`src/rtl/fetch_sequencer_pkg.sv`:
```
// Shared instruction-set definitions for the fetch path: opcode encodings,
// instruction field positions, fetch FSM states and the prefetch buffer entry.
package fetch_sequencer_pkg;

  localparam int INSTR_W     = 28;
  localparam int PC_W        = 16;
  localparam int OPCODE_MSB  = 27;
  localparam int OPCODE_LSB  = 24;
  localparam int JMP_TGT_MSB = 23;
  localparam int JMP_TGT_LSB = 16;

  typedef enum logic [3:0] {
    OP_NOP = 4'h0,
    OP_JMP = 4'h1,
    OP_STO = 4'h2,
    OP_ADD = 4'h3,
    OP_LED = 4'h4
  } opcode_e;

  typedef enum logic {
    ST_RUN  = 1'b0,
    ST_HALT = 1'b1
  } fetch_state_e;

  typedef struct packed {
    logic [INSTR_W-1:0] instr;
    logic [PC_W-1:0]    pc;
  } fetch_entry_t;

  function automatic opcode_e get_opcode(input logic [INSTR_W-1:0] word);
    return opcode_e'(word[OPCODE_MSB:OPCODE_LSB]);
  endfunction

endpackage

```
`src/rtl/fetch_buffer.sv`:
```
// Prefetch FIFO of {instr, pc} entries (DEPTH 1 or 2), head always at slot 0.
// Push into a full buffer is accepted only together with a pop; flush wins over both.
module fetch_buffer
  import fetch_sequencer_pkg::*;
#(
  parameter int DEPTH = 2
) (
  input  logic         clk_i,
  input  logic         rst_i,
  input  logic         push_i,
  input  logic         pop_i,
  input  logic         flush_i,
  input  fetch_entry_t din_i,
  output fetch_entry_t head_o,
  output logic         full_o,
  output logic         empty_o
);

  fetch_entry_t mem_q [DEPTH];
  fetch_entry_t mem_d [DEPTH];
  logic [1:0]   count_q, count_d;
  logic [1:0]   base;

  assign empty_o = (count_q == 2'd0);
  assign full_o  = (count_q == 2'(DEPTH));
  assign head_o  = mem_q[0];

  always_comb begin
    mem_d   = mem_q;
    count_d = count_q;
    base    = count_q;
    if (flush_i) begin
      count_d = 2'd0;
    end else begin
      if (pop_i && !empty_o) begin
        for (int i = 0; i < DEPTH - 1; i++) begin
          mem_d[i] = mem_q[i + 1];
        end
        base = count_q - 2'd1;
      end
      // base is the first free slot after an optional pop this cycle
      if (push_i && (base < 2'(DEPTH))) begin
        for (int i = 0; i < DEPTH; i++) begin
          if (2'(i) == base) begin
            mem_d[i] = din_i;
          end
        end
        count_d = base + 2'd1;
      end else begin
        count_d = base;
      end
    end
  end

  always_ff @(posedge clk_i) begin
    if (rst_i) begin
      count_q <= 2'd0;
      for (int i = 0; i < DEPTH; i++) begin
        mem_q[i] <= '0;
      end
    end else begin
      count_q <= count_d;
      mem_q   <= mem_d;
    end
  end

endmodule

```
`src/rtl/fetch_sequencer.sv`:
```
// Instruction fetch sequencer: PC, RUN/HALT FSM, redirect and a prefetch buffer.
// Optional FETCH_JMP_FOLD_EN folds JMP words into the PC instead of delivering them.
module fetch_sequencer
  import fetch_sequencer_pkg::*;
#(
  parameter logic [15:0] RESET_PC  = 16'd0,
  parameter int          BUF_DEPTH = 2
) (
  input  logic        Clock,
  input  logic        Reset,
  output logic [15:0] oRomAddress,
  input  logic [27:0] iRomInstruction,
  output logic [27:0] oInstruction,
  output logic [15:0] oInstrPC,
  output logic        oValid,
  input  logic        iReady,
  input  logic        iRedirect,
  input  logic [15:0] iRedirectAddr,
  input  logic        iHalt
);

  fetch_state_e state_q, state_d;
  logic [15:0]  pc_q, pc_d;
  logic         buf_full, buf_empty;
  logic         pop, fetch, push, is_jmp;
  fetch_entry_t head, push_entry;

  always_comb begin
    state_d = state_q;
    case (state_q)
      ST_RUN:  if (iHalt)  state_d = ST_HALT;
      ST_HALT: if (!iHalt) state_d = ST_RUN;
      default: state_d = ST_RUN;
    endcase
  end

  always_comb begin
    pop    = !buf_empty && iReady && !iRedirect;
    fetch  = (state_q == ST_RUN) && (!buf_full || pop) && !iRedirect;
    is_jmp = 1'b0;
`ifdef FETCH_JMP_FOLD_EN
    is_jmp = (get_opcode(iRomInstruction) == OP_JMP);
`endif
    push = fetch && !is_jmp;
    pc_d = pc_q;
    if (iRedirect) begin
      pc_d = iRedirectAddr;
    end else if (fetch) begin
      // a folded JMP spends its fetch slot loading the target instead of pushing
      pc_d = is_jmp ? {8'd0, iRomInstruction[JMP_TGT_MSB:JMP_TGT_LSB]} : pc_q + 16'd1;
    end
  end

  always_ff @(posedge Clock) begin
    if (Reset) begin
      state_q <= ST_RUN;
      pc_q    <= RESET_PC;
    end else begin
      state_q <= state_d;
      pc_q    <= pc_d;
    end
  end

  assign push_entry = '{instr: iRomInstruction, pc: pc_q};

  fetch_buffer #(
    .DEPTH(BUF_DEPTH)
  ) u_fetch_buffer (
    .clk_i  (Clock),
    .rst_i  (Reset),
    .push_i (push),
    .pop_i  (pop),
    .flush_i(iRedirect),
    .din_i  (push_entry),
    .head_o (head),
    .full_o (buf_full),
    .empty_o(buf_empty)
  );

  assign oRomAddress  = pc_q;
  assign oValid       = !buf_empty;
  assign oInstruction = buf_empty ? 28'd0 : head.instr;
  assign oInstrPC     = buf_empty ? 16'd0 : head.pc;

endmodule

```
`config.mk`:
```
export PLATFORM = sky130hd
export DESIGN_NAME = fetch_sequencer
export DESIGN_NICKNAME = d
export VERILOG_FILES = /design/src/rtl/fetch_sequencer_pkg.sv /design/src/rtl/fetch_buffer.sv /design/src/rtl/fetch_sequencer.sv
export SDC_FILE = /design/constraint.sdc
export NUM_CORES = 1
export LEC_CHECK = 0
export ABC_AREA = 0
export ABC_CLOCK_PERIOD_IN_PS = 2400
export BUFFER_PORTS_ARGS = -buffer_cell sky130_fd_sc_hd__buf_2
export CORE_UTILIZATION = 45
export DETAILED_ROUTE_END_ITERATION = 10
export HOLD_SLACK_MARGIN = 0.08
export PLACE_DENSITY = 0.77
export SETUP_SLACK_MARGIN = 0.15
export SLEW_MARGIN = 0
export SYNTH_ARGS = -nofsm -noshare
export SYNTH_HDL_FRONTEND = slang
export SYNTH_SLANG_ARGS = --single-unit
```
`constraint.sdc`:
```
create_clock -name Clock -period 2.4 [get_ports Clock]
set_input_delay 0.48 -clock Clock [delete_from_list [all_inputs] [get_ports Clock]]
set_output_delay 0.48 -clock Clock [all_outputs]
set_load 0.005 [all_outputs]
```
Word-level counts from Yosys, hierarchy flattened
Cells that the tools add are included.
{"block": "word_totals", "reg_bits": 107, "wordCells": 42, "input_bits": 49, "out_inout_bits": 61}
{"block": "op_classes", "magnitude_cmp": 1, "add_sub_neg": 3, "n_bitwise": 2, "reduce_logical": 15, "n_mux": 12, "eq_ne": 2}
{"cell": "$mux 44", "n": 3}
{"cell": "$mux 88", "n": 1}
{"cell": "$mux 16", "n": 3}
{"cell": "$mux 28", "n": 1}
{"cell": "$add 16x1->16 const B", "n": 1}
{"cell": "$logic_and 1x1->1", "n": 6}
{"cell": "$mux 2", "n": 3}
{"cell": "$logic_not 2->1", "n": 2}
{"cell": "$logic_not 1->1", "n": 3}
{"cell": "$reduce_and 3->1", "n": 1}
{"cell": "$add 2x1->2 const B", "n": 1}
{"cell": "$eq 1x2->1 const A", "n": 1}
{"cell": "$eq 2x2->1 const B", "n": 1}
{"cell": "$lt 2x2->1 const B", "n": 1}
{"cell": "$not 1->1", "n": 2}
{"cell": "$reduce_bool 2->1", "n": 1}
{"cell": "$reduce_or 2->1", "n": 1}
{"cell": "$sub 2x1->2 const B", "n": 1}
{"cell": "$logic_or 1x1->1", "n": 1}
{"cell": "$mux 1", "n": 1}

Longest topological paths before layout
{"block": "depth", "word_depth": 10, "ltp_mapped": 13, "ltp_nobuf": 10}

Modules after synthesis
From an unflattened synthesis, not the netlist that was laid out.
{"block": "hier_totals", "hier_cells": 630, "hier_area_um2": 5923.2}
{"module": "fetch_buffer", "seq_area_each_um2": 1801.7, "instances": 1, "cells_per_inst": 458, "area_per_inst_um2": 4503.1}
{"module": "fetch_sequencer", "seq_area_each_um2": 340.3, "instances": 1, "cells_per_inst": 172, "area_per_inst_um2": 1420.1}

Least setup slack after synthesis
OpenSTA, ideal clock, no wires.
{"block": "synth_timing", "kind": "register to register", "start": "register u_fetch_buffer.count_q[0]", "end": "register u_fetch_buffer.mem_q (netlist bit u_fetch_buffer.head_o[16])", "required_ns": 2.317, "t_arrival_ns": 2.429, "period_less_slack_ns": 2.512, "stages_incl_launch_ff": 14, "setup_slack_ns": -0.112, "path_buffers": 3, "cell_sequence": "dfxtp_1 > inv_1 > ha_1 > clkbuf_1 > nand2b_1 > nor3_1 > nor2_1 > ha_1 > nand3b_1 > and2_0 > clkbuf_1 > clkbuf_1 > a22oi_1 > o221ai_1"}
{"block": "synth_via", "elab_chain_cells": 10, "elab_cells_between_ends": 19, "cone_classes": "add/sub (1); order compare (1); eq/ne (1); mux (5); reduce/logical (11)"}
{"item": "from (decl)", "line": "fetch_buffer.sv:21", "rtl": "logic [1:0] count_q, count_d;"}
{"item": "from (signal assigned)", "line": "fetch_buffer.sv:62", "rtl": "count_q <= count_d;"}
{"item": "$logic_not 2->1", "line": "fetch_buffer.sv:24", "rtl": "assign empty_o = (count_q == 2'd0);"}
{"item": "$logic_not 1->1", "line": "fetch_buffer.sv:35, fetch_sequencer.sv:38"}
{"item": "$logic_and 1x1->1 (2 in series)", "line": "fetch_sequencer.sv:38", "rtl": "pop = !buf_empty && iReady && !iRedirect;"}
{"item": "$logic_and 1x1->1", "line": "fetch_buffer.sv:35", "rtl": "if (pop_i && !empty_o) begin"}
{"item": "$mux 2", "line": "fetch_buffer.sv:35"}
{"item": "$mux 2", "line": "fetch_buffer.sv:32", "rtl": "if (flush_i) begin"}
{"item": "$lt 2x2->1 / $logic_not 2->1 (equally long branches)", "line": "fetch_buffer.sv:42, fetch_buffer.sv:44"}
{"item": "$logic_and 1x1->1 / $mux 44 (equally long branches)", "line": "fetch_buffer.sv:42, fetch_buffer.sv:44"}
{"item": "$mux 88 (*)", "line": "fetch_buffer.sv:42", "rtl": "if (push_i && (base < 2'(DEPTH))) begin"}
{"item": "to (signal assigned)", "line": "fetch_buffer.sv:63", "rtl": "mem_q <= mem_d;"}
{"item": "to (decl)", "line": "fetch_buffer.sv:19", "rtl": "fetch_entry_t mem_q [DEPTH];"}
Every way passes the cells marked *; elsewhere a longest branch is shown, timed or not. The select of a mux whose other input is x is not followed.
A chain may end at the register's enable or synchronous reset.

Final worst setup path
{"block": "layout_timing", "start": "register u_fetch_buffer.count_q[0]", "end": "register u_fetch_buffer.mem_q (netlist bit u_fetch_buffer.head_o[7])"}
Same word-level chain as after synthesis.

==> summary.md <==
| Metric | Value |
|---|---|
| Main synth FF type | dfxtp_1 |
| Worst slew margin | 60.0% |
| CTS Sinks | 107 |
| Pre-CTS setup slack | -0.0277 ns |
| Placed wire-length estimate | between 9000 and 10000 um |
| Worst skew pair latency | 0.36 ns |
| Post-Syn Area | 5240 um2 |
| Cell variety after synth | 49 |
| Element type at the critical path start | flip-flop |
| Ratio of cells with drive above 1 in the final layout | around a third |
| Area post-placement | 6010 um2 |
| 1st-iter DRT viols | about 550 |
| Average size of a mapped cell | 8.66 um2 |
| Die Y-Extent | roughly 110 um |
| Max clock buf depth | 2 |
| CTS tree | built |
| Fin Clk Skew | 0.00786 ns |
| # port buffers | approximately 110 |
| M1 WL | 7200 um |
| Worst path required time | 2.60 ns |
| Sequential fraction of the synthesis area | 40.9% |
| CTS Buf Count | 9 |
| Drt pass-1 iters | 5 |
| Synth warn | 0 |
| Die W | 110 um |
| Minimum clock period | 2.46 ns |
| Clock-pin slew on the worst setup and hold paths | 0.07 ns |
| Final Max Tran Viols | 0 |
| Worst setup margin | -0.0648 ns |
| Number of flops mapped to enable cells by yosys | 0 |
| Async set or reset register ratio after synthesis | 0% |
| Mapped Nets | ~660 |
| Final wirelength | 18000 um |
| Die Footprint | 12100 um2 |
| Routability Congestion | 0.890 |
| CTS root buf | clkbuf_16 |
| Placed cell count | 819 |
| Max-cap violations | 0 |
| Layout Cells excl Fill | 864 |
| IO Count | 110 |
| Routed length on met3 | 1500 um |
| Initial antenna violation count | 0 |
| Tcrit/Tclk final | 103% |
| Cts hold-fix bufs | 0 |
| DR vias | ~5400 |
| Cell taking the most area after synthesis | dfxtp_1 |
| Worst Setup Path Type | reg2reg |
| Vias in the first global route | 4837 |
| Global-route wire length before repair | 24300 um |
| VDD IR max | between 400 and 500 uV |
| Core area | 11400 um2 |
| Setup violation total in the final timing report | 9 |
| ANT cells | 0 |
| Final Hold Fails | 0 |
| H-tree levels | 3 |
| Status | complete, but fails checks |
| Largest cells by area after synthesis | dfxtp_1 (41%), mux2i_1 (8.4%), o221ai_1 (6.9%), a22oi_1 (5.9%), nor2b_1 (5.6%) |
| Utilization after layout | 62.2% |
| Top-count cell post-synth | dfxtp_1 |
| Area growth syn-to-layout | 34.8% |
| Leakage | 2.94 nW |
| Post-route ant nets | 0 |
| Top cell type's share of synthesized area | 40.9% |
| Post-synth top cells | dfxtp_1 (107), nor2_1 (58), nand2_1 (54) |
| Worst slew pin tran | 0.585 ns |
| Final Instance Area | just over 7000 um2 |
| Metal2 WL | 8600 um |
| Hold crit path type | in2reg |
| DRC | 0 |
| Top sig layer | met4 |
| GR Overflow Total | 0 |
| PwrDens | 673 nW/um2 |
| Failing checks | negative setup slack |
| GRT Overall Usage | 26.1% |
| Cells after Synth | 605 |
| Largest net degree at the start of global routing | 48 |
| CP max FO | 10 |
| WL/cell | between 20 and 25 um |
| Fin nets | 771 |
| Achievable clock frequency | 0.406 GHz |
| RSZ-0062 raised after global routing | yes |
| Register bit count reported by yosys | 107 |
| Kind of end point of the critical path | flip-flop |
| Vias per cell | 6.30 |
| CP arrival | 2.66 ns |
| FP Rows | 39 |
| Starting Density | 46.1% |
## final cells by class
class / instances / area [um2]
clock buffer: 10 / 239
inverter: 13 / 48.8
multi-input combinational: 427 / 3150
sequential: 107 / 2140
tap: 143 / 179
clock inverter: 5 / 77.6
timing repair buffer: 159 / 1230
fill: 863 / 4300
## state kept, by name, summed over array words and instances, names as in the netlist
| signal | cells |
|---|---|
| u_fetch_buffer.mem_q | 44 |
| oRomAddress | 16 |
| state_q | 1 |
| u_fetch_buffer.count_q | 2 |
| u_fetch_buffer.head_o | 44 |
## layout by cell type, fill, tap and decap left out, types with 3 or more instances in the layout
cell type and count:
o21a_1 3, o21ai_1 3, nor2b_1 47, and2_1 3
o22ai_1 5, nor2_1 55, buf_6 6, a31oi_1 3
buf_4 25, buf_12 9, a21oi_1 4, o31a_1 4
nand3_1 27, buf_16 3, o221ai_2 20, dfxtp_1 105
inv_1 10, mux2i_2 3, nand4_1 3, nand3_2 21
ha_1 3, a22oi_1 41, nand2_1 54, xnor2_1 13
mux2i_1 41, buf_8 3, buf_2 108, clkbuf_16 14
nor4_1 3, a32oi_1 3, a211oi_1 7, nor3_1 4
o221ai_1 21
## worst max-delay path, cell delays in order (launching register included)
cell,delay (ns)
dfxtp_2,0.34
inv_2,0.05
ha_4,0.17
nor3b_4,0.23
buf_6,0.15
xnor2_4,0.12
ha_2,0.22
nor3b_2,0.18
o211ai_1,0.17
buf_4,0.25
buf_12,0.16
nand3_1,0.12
o221ai_1,0.14
## worst paths after layout
path / slack (ns) / from / to / depth (start not counted)
setup / recovery: -0.06 / u_fetch_buffer.count_q[0]$_SDFF_PP0_ / u_fetch_buffer.head_o[7]$_SDFFE_PP0N_ / 12
hold reg to reg: 0.48 / u_fetch_buffer.head_o[10]$_SDFFE_PP0N_ / u_fetch_buffer.head_o[10]$_SDFFE_PP0N_ / 2
hold / removal: 0.37 / iRomInstruction[6] / u_fetch_buffer.mem_q[22]$_SDFFE_PP0P_ / 3
setup reg to reg: -0.06 / u_fetch_buffer.count_q[0]$_SDFF_PP0_ / u_fetch_buffer.head_o[7]$_SDFFE_PP0N_ / 12
## report_power, final
| group | total, mW | leakage (nW) | internal, mW | switching [mW] |
|---|---|---|---|---|
| combinational | 1.14 | 1.91 | 0.523 | 0.619 |
| clock | 1.60 | 0.154 | 0.934 | 0.671 |
| sequential | 2.01 | 0.871 | 1.89 | 0.119 |
| total | 4.76 | 2.94 | 3.35 | 1.41 |
## cells by family after synthesis
kind of cell	count (synthesis)	share of synthesized area (%)
AO/OA/AOI/OAI	130	19.8
XOR/XNOR	14	2.34
adder cells (fa/ha/maj)	5	1.19
buffers and inverters	71	5.71
flip-flops	107	40.9
multiplexers	44	8.40
AND/OR/NAND/NOR	234	21.7
## routing by layer
| layer | GRT usage, % | up-vias |
|---|---|---|
| met2 | 41.9 | 333 |
| met3 | 3.50 | 58 |
| met1 | 34.6 | 2634 |
| met4 | 12.4 | 0 |
| met5 | 0 | - |
| li1 | - | 2421 |
## timing repair
action / in CTS / in global routing
resized for setup: 27 / 46
gates cloned: 6 / 8
setup endpoints to repair: 44 / 88
pin swaps: 4 / 6
buffers inserted: 12 / 4
## through the flow
stage          setup TNS (ns)  hold WS [ns]  total power [mW]
2_1_floorplan               0         0.458              2.53
3_3_place_gp                0         0.469              2.74
3_5_place_dp           -0.129         0.487              2.78
4_1_cts                     0         0.375              4.54
5_1_grt                 -3.76         0.393              4.89
6_report               -0.163         0.371              4.76
Power figures use the tool's default switching activity.
